File: src/rtl/pdu_input_conditioner.sv
// Synchronizes and debounces the PDU front-panel inputs; optional step auto-repeat under PDU_STEP_AUTOREPEAT_EN.
// Latency DB_LIMIT+2 clk from raw change to output (+0/+1 sampling phase); no backpressure, outputs are levels.
module pdu_input_conditioner #(
   parameter int DB_LIMIT  = 1000000,
   parameter int REP_DELAY = 50000000,
   parameter int REP_HALF  = 10000000
) (
   input  logic       clk,
   input  logic       rst,
   input  logic       raw_run,
   input  logic       raw_step,
   input  logic       raw_valid,
   input  logic [4:0] raw_in,
   output logic       run,
   output logic       step,
   output logic       valid,
   output logic [4:0] in,
   output logic       in_chg
);

   localparam int NB = 8;
   localparam int CW = (DB_LIMIT > 1) ? $clog2(DB_LIMIT) : 1;
   localparam logic [CW-1:0] DB_MAX = CW'(DB_LIMIT - 1);

   // Channel packing: [7] run, [6] step, [5] valid, [4:0] in
   logic [NB-1:0] w_raw;
   logic [NB-1:0] r_sync1;
   logic [NB-1:0] r_sync2;
   logic [NB-1:0] r_stable;
   logic [NB-1:0] w_stable_nxt;
   logic [CW-1:0] r_cnt      [NB];
   logic [CW-1:0] w_cnt_nxt  [NB];
   logic          r_in_chg;
   logic          w_in_upd;

   assign w_raw = {raw_run, raw_step, raw_valid, raw_in};

   // A level is accepted only after DB_LIMIT consecutive mismatching samples;
   // any matching sample in between drops the count back to zero.
   always_comb begin
      w_stable_nxt = r_stable;
      for (int b = 0; b < NB; b++) begin
         w_cnt_nxt[b] = '0;
         if (r_sync2[b] != r_stable[b]) begin
            if (r_cnt[b] == DB_MAX) begin
               w_stable_nxt[b] = r_sync2[b];
            end else begin
               w_cnt_nxt[b] = r_cnt[b] + 1'b1;
            end
         end
      end
   end

   assign w_in_upd = |(w_stable_nxt[4:0] ^ r_stable[4:0]);

   always_ff @(posedge clk or posedge rst) begin
      if (rst) begin
         r_sync1  <= '0;
         r_sync2  <= '0;
         r_stable <= '0;
         r_in_chg <= 1'b0;
         for (int b = 0; b < NB; b++) begin
            r_cnt[b] <= '0;
         end
      end else begin
         r_sync1  <= w_raw;
         r_sync2  <= r_sync1;
         r_stable <= w_stable_nxt;
         r_in_chg <= w_in_upd;
         for (int b = 0; b < NB; b++) begin
            r_cnt[b] <= w_cnt_nxt[b];
         end
      end
   end

   assign run    = r_stable[7];
   assign valid  = r_stable[5];
   assign in     = r_stable[4:0];
   assign in_chg = r_in_chg;

`ifdef PDU_STEP_AUTOREPEAT_EN
   typedef enum logic [1:0] {
      ST_IDLE,
      ST_HELD,
      ST_REP_LO,
      ST_REP_HI
   } rep_state_t;

   localparam int TMAX = (REP_DELAY > REP_HALF) ? REP_DELAY : REP_HALF;
   localparam int TW   = (TMAX > 1) ? $clog2(TMAX) : 1;
   localparam logic [TW-1:0] DELAY_END = TW'(REP_DELAY - 1);
   localparam logic [TW-1:0] HALF_END  = TW'(REP_HALF - 1);

   rep_state_t    r_state;
   rep_state_t    w_state_nxt;
   logic [TW-1:0] r_tmr;
   logic [TW-1:0] w_tmr_nxt;

   // Driven from the next stable level so the FSM moves on the same edge the level does.
   always_comb begin
      w_state_nxt = r_state;
      w_tmr_nxt   = r_tmr + 1'b1;
      if (!w_stable_nxt[6]) begin
         w_state_nxt = ST_IDLE;
         w_tmr_nxt   = '0;
      end else begin
         case (r_state)
            ST_IDLE: begin
               w_state_nxt = ST_HELD;
               w_tmr_nxt   = '0;
            end
            ST_HELD: begin
               if (r_tmr == DELAY_END) begin
                  w_state_nxt = ST_REP_LO;
                  w_tmr_nxt   = '0;
               end
            end
            ST_REP_LO: begin
               if (r_tmr == HALF_END) begin
                  w_state_nxt = ST_REP_HI;
                  w_tmr_nxt   = '0;
               end
            end
            ST_REP_HI: begin
               if (r_tmr == HALF_END) begin
                  w_state_nxt = ST_REP_LO;
                  w_tmr_nxt   = '0;
               end
            end
            default: begin
               w_state_nxt = ST_IDLE;
               w_tmr_nxt   = '0;
            end
         endcase
      end
   end

   always_ff @(posedge clk or posedge rst) begin
      if (rst) begin
         r_state <= ST_IDLE;
         r_tmr   <= '0;
      end else begin
         r_state <= w_state_nxt;
         r_tmr   <= w_tmr_nxt;
      end
   end

   assign step = (r_state == ST_HELD) || (r_state == ST_REP_HI);
`else
   logic w_unused_rep;

   assign w_unused_rep = (REP_DELAY > 0) ^ (REP_HALF > 0);
   assign step         = r_stable[6];
`endif

endmodule

File: config.mk
export PLATFORM = sky130hd
export DESIGN_NAME = pdu_input_conditioner
export DESIGN_NICKNAME = d
export VERILOG_FILES = /design/src/rtl/pdu_input_conditioner.sv
export SDC_FILE = /design/constraint.sdc
export NUM_CORES = 1
export LEC_CHECK = 0
export BUFFER_PORTS_ARGS = -buffer_cell sky130_fd_sc_hd__buf_2
export CORE_ASPECT_RATIO = 0.8
export CORE_MARGIN = 2
export CORE_UTILIZATION = 57
export DETAILED_ROUTE_END_ITERATION = 6
export GPL_TIMING_DRIVEN = 0
export PLACE_DENSITY = 0.76
export SLEW_MARGIN = 40
export SYNTH_ARGS = -nofsm -noshare
export SYNTH_HDL_FRONTEND = slang
export SYNTH_SLANG_ARGS = --single-unit
File: constraint.sdc
create_clock -name clk -period 5.4 [get_ports clk]
set_input_delay 0.54 -clock clk [delete_from_list [all_inputs] [get_ports clk]]
set_output_delay 0.54 -clock clk [all_outputs]
set_load 0.01 [all_outputs]
==> results of run 1 <==
[where the power goes]
| group | switching, mW | internal, mW |
|---|---|---|
| Sequential | 0.0201 | 1.41 |
| Clock | 0.581 | 0.622 |
| Combinational | 0.0657 | 0.0377 |
| Total | 0.666 | 2.06 |
[cells by family after synthesis]
group,Yosys count
AND/OR/NAND/NOR,448
buffers and inverters,44
multiplexers,8
adder cells (fa/ha/maj),8
AO/OA/AOI/OAI,103
XOR/XNOR,105
flip-flops,185
[worst max path at each step]
stage                     slack (ns)                   end                start  depth (start not counted)
after global routing            2.87   r_cnt[68]$_DFF_PP0_  r_cnt[67]$_DFF_PP0_                          5
after CTS                       3.15   r_cnt[92]$_DFF_PP0_  r_cnt[92]$_DFF_PP0_                          5
after floorplan                 2.48      in_chg$_DFF_PP0_                  rst                          1
final                           3.16   r_cnt[92]$_DFF_PP0_  r_cnt[92]$_DFF_PP0_                          5
after detailed placement        3.18   r_cnt[91]$_DFF_PP0_  r_cnt[92]$_DFF_PP0_                          5
after global placement          1.35  r_cnt[153]$_DFF_PP0_                  rst                          2
[Yosys cell counts, types with 15 or more instances]
master / n / share of area, %
dfrtp_1: 185 / 52
nor2_1: 126 / 5.3
nand3_1: 65 / 3.7
nand2_1: 57 / 2.4
xor2_1: 53 / 5.2
xnor2_1: 52 / 5.1
a21oi_1: 47 / 2.6
nand4_1: 36 / 2.5
o21ai_0: 36 / 2.0
or3_1: 31 / 2.2
or4_1: 28 / 2.4
nor4_1: 23 / 1.6
inv_1: 20 / 0.84
nor3_1: 17 / 0.96
and3_1: 16 / 1.1
clkbuf_1: 16 / 0.68
o31ai_1: 15 / 1.3
[cell type report]
type                            count  area, sq um  share of cell area, %
Buffer                             24        112.6                  1.126
Clock buffer                       18        439.2                  4.390
Clock inverter                     14        126.4                  1.263
Inverter                           20        78.83                 0.7879
Multi-Input combinational cell    672         4068                  40.66
Sequential cell                   185         4629                  46.27
Tap cell                          210        262.8                  2.626
Timing Repair Buffer               26        287.8                  2.876
[state kept, by name, summed over array words and instances (netlist names)]
| name | cells |
|---|---|
| r_sync2 | 8 |
| r_sync1 | 8 |
| r_stable | 8 |
| in_chg | 1 |
| r_cnt | 160 |
[metal layers]
layer | vias to the layer above | GRT usage, %
met2 | 101 | 32.57
met3 | 16 | 5.041
met1 | 3177 | 31.94
met4 | 0 | 6.340
met5 | - | 0
li1 | 3315 | -
[per-stage QoR]
| stage | instance area [sq um] | power, mW |
|---|---|---|
| 6_report | 10000 | 2.731 |
| 5_1_grt | 10000 | 2.844 |
| 4_1_cts | 10000 | 2.764 |
| 3_5_place_dp | 9439 | 1.558 |
| 3_3_place_gp | 9241 | 1.539 |
| 2_1_floorplan | 8889 | 1.513 |
==> results.json, run 1 <==
{
  "status": "finished, final reports clean",
  "critPathTopFamily": "simple AND/OR/NAND/NOR gates",
  "arrival_ns": 2.56,
  "final_common_cell": "dfrtp_1",
  "reg2reg_depth": 5,
  "rsz0062_at_grt": "false",
  "hold_viol_final": 0,
  "rrSetupSlack_ns": 3.16,
  "initial_core_util_pct": 58.78,
  "cts_tree": "yes",
  "diodes": 0,
  "cp_slowest_cell": "or4_4",
  "cts_max_level": 4,
  "yosys.area_share.adder_pct": 1.127,
  "max_stage_delay_ns": 0.58,
  "wl_met2_microns": 7357,
  "reg2reg_from": "r_cnt[92]$_DFF_PP0_",
  "synth.distinct_cells": 43,
  "end_kind": "flop",
  "whs_ns": 0.1389,
  "critPathBufInv": 1,
  "die_y_microns": 115.7,
  "ys_warn_count": 0,
  "synth-main-ff-cell": "dfrtp_1",
  "drv_slew": 0,
  "wl_met1_microns": 8416,
  "ys_async_sr_fraction_pct": 100.0,
  "first_pass_iters": 4,
  "tns_ns": 0,
  "vias_per_cell": 5.654,
  "coreArea_sq_mm": 0.01511,
  "clock_path_buffers": 2,
  "tightest_slew_ns": 0.6861,
  "synth-edff-count": 0,
  "synthCells": 901,
  "period_needed_ns": 2.241,
  "die_w_microns": 143.6,
  "cts_made_buffers": 17,
  "synth_xor_area_share_pct": 10.35,
  "synth-compound-area-share_pct": 6.422,
  "cts_hold_buf": 0,
  "cp-start-kind": "flop",
  "worst_r2r_endpoint": "r_cnt[92]$_DFF_PP0_",
  "cp_max_fo": 10,
  "io_pins": 19,
  "setup_violations": 0,
  "antenna_found_initial": 0,
  "synth_top_family_by_area": "simple AND/OR/NAND/NOR gates",
  "crit_chain": "or4_1 > or4_4 > o21ai_4 > buf_6 > nor2_1",
  "cap_violations": 0,
  "ys_seq_elements": 185,
  "cts_resized": 0,
  "wl_microns": 16510,
  "grt_remaining_overflow": 0,
  "synth.avg_cell_area_sq_um": 9.861,
  "setup.worst_path.class": "reg -> reg",
  "syn_nets": 919,
  "synth_area_sq_mm": 0.008885,
  "area_growth_pct": 12.60,
  "clk_latency_ns": 0.44,
  "drc": 0,
  "period_share_pct": 41.49,
  "routed.top_layer": "met4",
  "fin_worst_skew_ns": 0.006269,
  "drt_iter0_markers": 412,
  "place_inst": 1137,
  "synth_mux_area_share_pct": 1.014,
  "routabilityCongestion": 0.8310,
  "synth-seq-area-share_pct": 52.11,
  "yosys.area_share.simple_pct": 26.87,
  "layout_setup_ws_ns": 3.159,
  "p_per_area_mw_per_mm2": 273.0,
  "io_buffer_count": 18,
  "finalNonFillerCells": 1169,
  "grt_pass1_wl_microns": 29030,
  "grt_util_all_layers_pct": 21.73,
  "layout_common_cells": "dfrtp_1, nor2_1, nand3_1",
  "drive_gt1_share_pct": 8.655,
  "dp_hpwl_microns": 11320,
  "p_leak_nw": 4.060,
  "hold_class": "in -> async",
  "rows": 40,
  "vdd_ir_drop_max_v": 0.0002034,
  "fin_nets": 964,
  "slew_headroom_pct": 53.95,
  "cts-root-buf": "clkbuf_16",
  "met3_length_microns": 531,
  "required_ns": 5.72,
  "fmaxAchievable_ghz": 0.4463,
  "antenna_left": 0,
  "wl_per_cell_microns": 14.12,
  "fin_util_pct": 66.19,
  "fill_cells": 1196,
  "grt_pass1_vias": 6089,
  "clkSlewWorstSetupHoldPaths_ns": 0.07,
  "cts_sinks": 185,
  "cts_setup_buffers": 0,
  "vias": 6609,
  "die-area_sq_mm": 0.01661,
  "dp_slack_ns": 3.175,
  "grt_max_degree": 27
}
No activity file was read; power rests on OpenSTA's default activity.
==> run 2: changes to the inputs <==
Clock period 5.4 ns to 2 ns, I/O delays scaled along.
==> results.json, run 2 (synthesis results as in run 1) <==
{
  "cap_violations": 0,
  "clk_latency_ns": 0.43,
  "status": "finished, violations left",
  "final_area_sq_mm": 0.01063,
  "clock_path_buffers": 2,
  "coreArea_sq_mm": 0.01511,
  "finalNonFillerCells": 1204,
  "die_w_microns": 143.6,
  "grt_max_degree": 26,
  "fin_worst_skew_ns": 0.01038,
  "antenna_found_initial": 0,
  "reg2reg_from": "r_cnt[92]$_DFF_PP0_",
  "final_common_cell": "dfrtp_1",
  "drc": 0,
  "arrival_ns": 2.36,
  "dp_hpwl_microns": 11710,
  "cts_sinks": 185,
  "reg2reg_depth": 5,
  "layout_setup_ws_ns": -0.05059,
  "vias": 7004,
  "cts_tree": "yes",
  "p_per_area_mw_per_mm2": 739.6,
  "max_stage_delay_ns": 0.56,
  "whs_ns": 0.3313,
  "end_kind": "flop",
  "cp_max_fo": 9,
  "layout_common_cells": "dfrtp_1, nor2_1, nand3_1",
  "worst_r2r_endpoint": "r_cnt[96]$_DFF_PP0_",
  "io_pins": 19,
  "rows": 40,
  "hold_viol_final": 0,
  "cts_made_buffers": 17,
  "p_leak_nw": 4.306,
  "io_buffer_count": 18,
  "tightest_slew_ns": 0.4752,
  "period_share_pct": 102.5,
  "rsz0062_at_grt": "true",
  "fmaxAchievable_ghz": 0.4877,
  "period_needed_ns": 2.051,
  "required_ns": 2.31,
  "grt_remaining_overflow": 0,
  "crit_path_end": "r_cnt[96]$_DFF_PP0_",
  "rrSetupSlack_ns": -0.05,
  "critical_path_depth": 5,
  "fin_util_pct": 70.33,
  "largest_reg_flops": 160,
  "slew_headroom_pct": 68.25,
  "dp_slack_ns": -0.2986,
  "grt_util_all_layers_pct": 23.57,
  "setup.worst_path.class": "reg -> reg",
  "initial_core_util_pct": 58.78,
  "top_register": "r_cnt",
  "cp-start-kind": "flop",
  "drive_gt1_share_pct": 16.30,
  "die-area_sq_mm": 0.01661,
  "wl_microns": 18510,
  "die_y_microns": 115.7,
  "drv_slew": 0,
  "violations": "setup timing",
  "diodes": 0,
  "placed_cell_area_sq_mm": 0.009444,
  "area_growth_pct": 19.65,
  "critical_path.startpoint": "r_cnt[92]$_DFF_PP0_",
  "vdd_ir_drop_max_v": 0.0004731,
  "critPathTopFamily": "simple AND/OR/NAND/NOR gates",
  "cp_slowest_cell": "or4_1",
  "grt_pass1_vias": 6667,
  "cts_max_level": 4,
  "vias_per_cell": 5.817,
  "tns_ns": -0.8325,
  "antenna_left": 0,
  "first_pass_iters": 5,
  "fin_nets": 999,
  "crit_chain": "or4_1 > or4_4 > o21ai_4 > buf_12 > a21oi_2",
  "clkSlewWorstSetupHoldPaths_ns": 0.07,
  "hold_class": "in -> async",
  "power_mw": 7.862,
  "grt_pass1_wl_microns": 31480,
  "cts-root-buf": "clkbuf_16",
  "drt_iter0_markers": 528,
  "wl_per_cell_microns": 15.37,
  "routabilityCongestion": 0.8343,
  "place_inst": 1137,
  "setup_violations": 22,
  "critPathBufInv": 1,
  "fill_cells": 1081
}
run 2: worst min-delay path, cell delays in order:
cell and delay (ns):
dlygate4sd3_1 0.53, buf_2 0.13, clkinvlp_4 0.33
run 2: how the worst min path moves through the flow:
stage,end,slack [ns]
after CTS,r_sync2[5]$_DFF_PP0_,0.33
after floorplan,r_sync1[0]$_DFF_PP0_,0.23
final,r_cnt[59]$_DFF_PP0_,0.33
after global routing,r_sync2[0]$_DFF_PP0_,0.36
after global placement,r_sync1[0]$_DFF_PP0_,0.31
after detailed placement,r_sync2[5]$_DFF_PP0_,0.25
run 2: cell type report:
type	instances	area, sq um	area share, %
Clock buffer	20	456.7	4.296
Timing Repair Buffer	64	611.8	5.756
Sequential cell	185	4636	43.61
Tap cell	210	262.8	2.472
Multi-Input combinational cell	672	4263	40.10
Inverter	20	78.83	0.7415
Clock inverter	12	186.4	1.754
Buffer	21	135.1	1.271
run 2: metal layers:
layer	vias up	share of wire [%]	track usage, %
met4	0	1.1	6.732
met1	3424	47	33.88
met2	162	47	36.38
met5	-	0	0
li1	3396	-	-
met3	22	4.6	5.413
run 2: power by group:
part | switching [mW] | internal (mW) | leakage [nW]
sequential | 0.0548 | 3.80 | 2.52
combinational | 0.203 | 0.148 | 1.48
clock | 1.48 | 2.18 | 0.304
run 2: what timing repair did:
action / CTS / global route
resized for setup: 32 / 50
endpoints found under the hold margin: 25 / 0
cloned: 2 / 2
endpoints found under the setup margin: 121 / 118
pin swaps: 5 / 7
buffers inserted: 10 / 15
hold buffers: 9 / 0
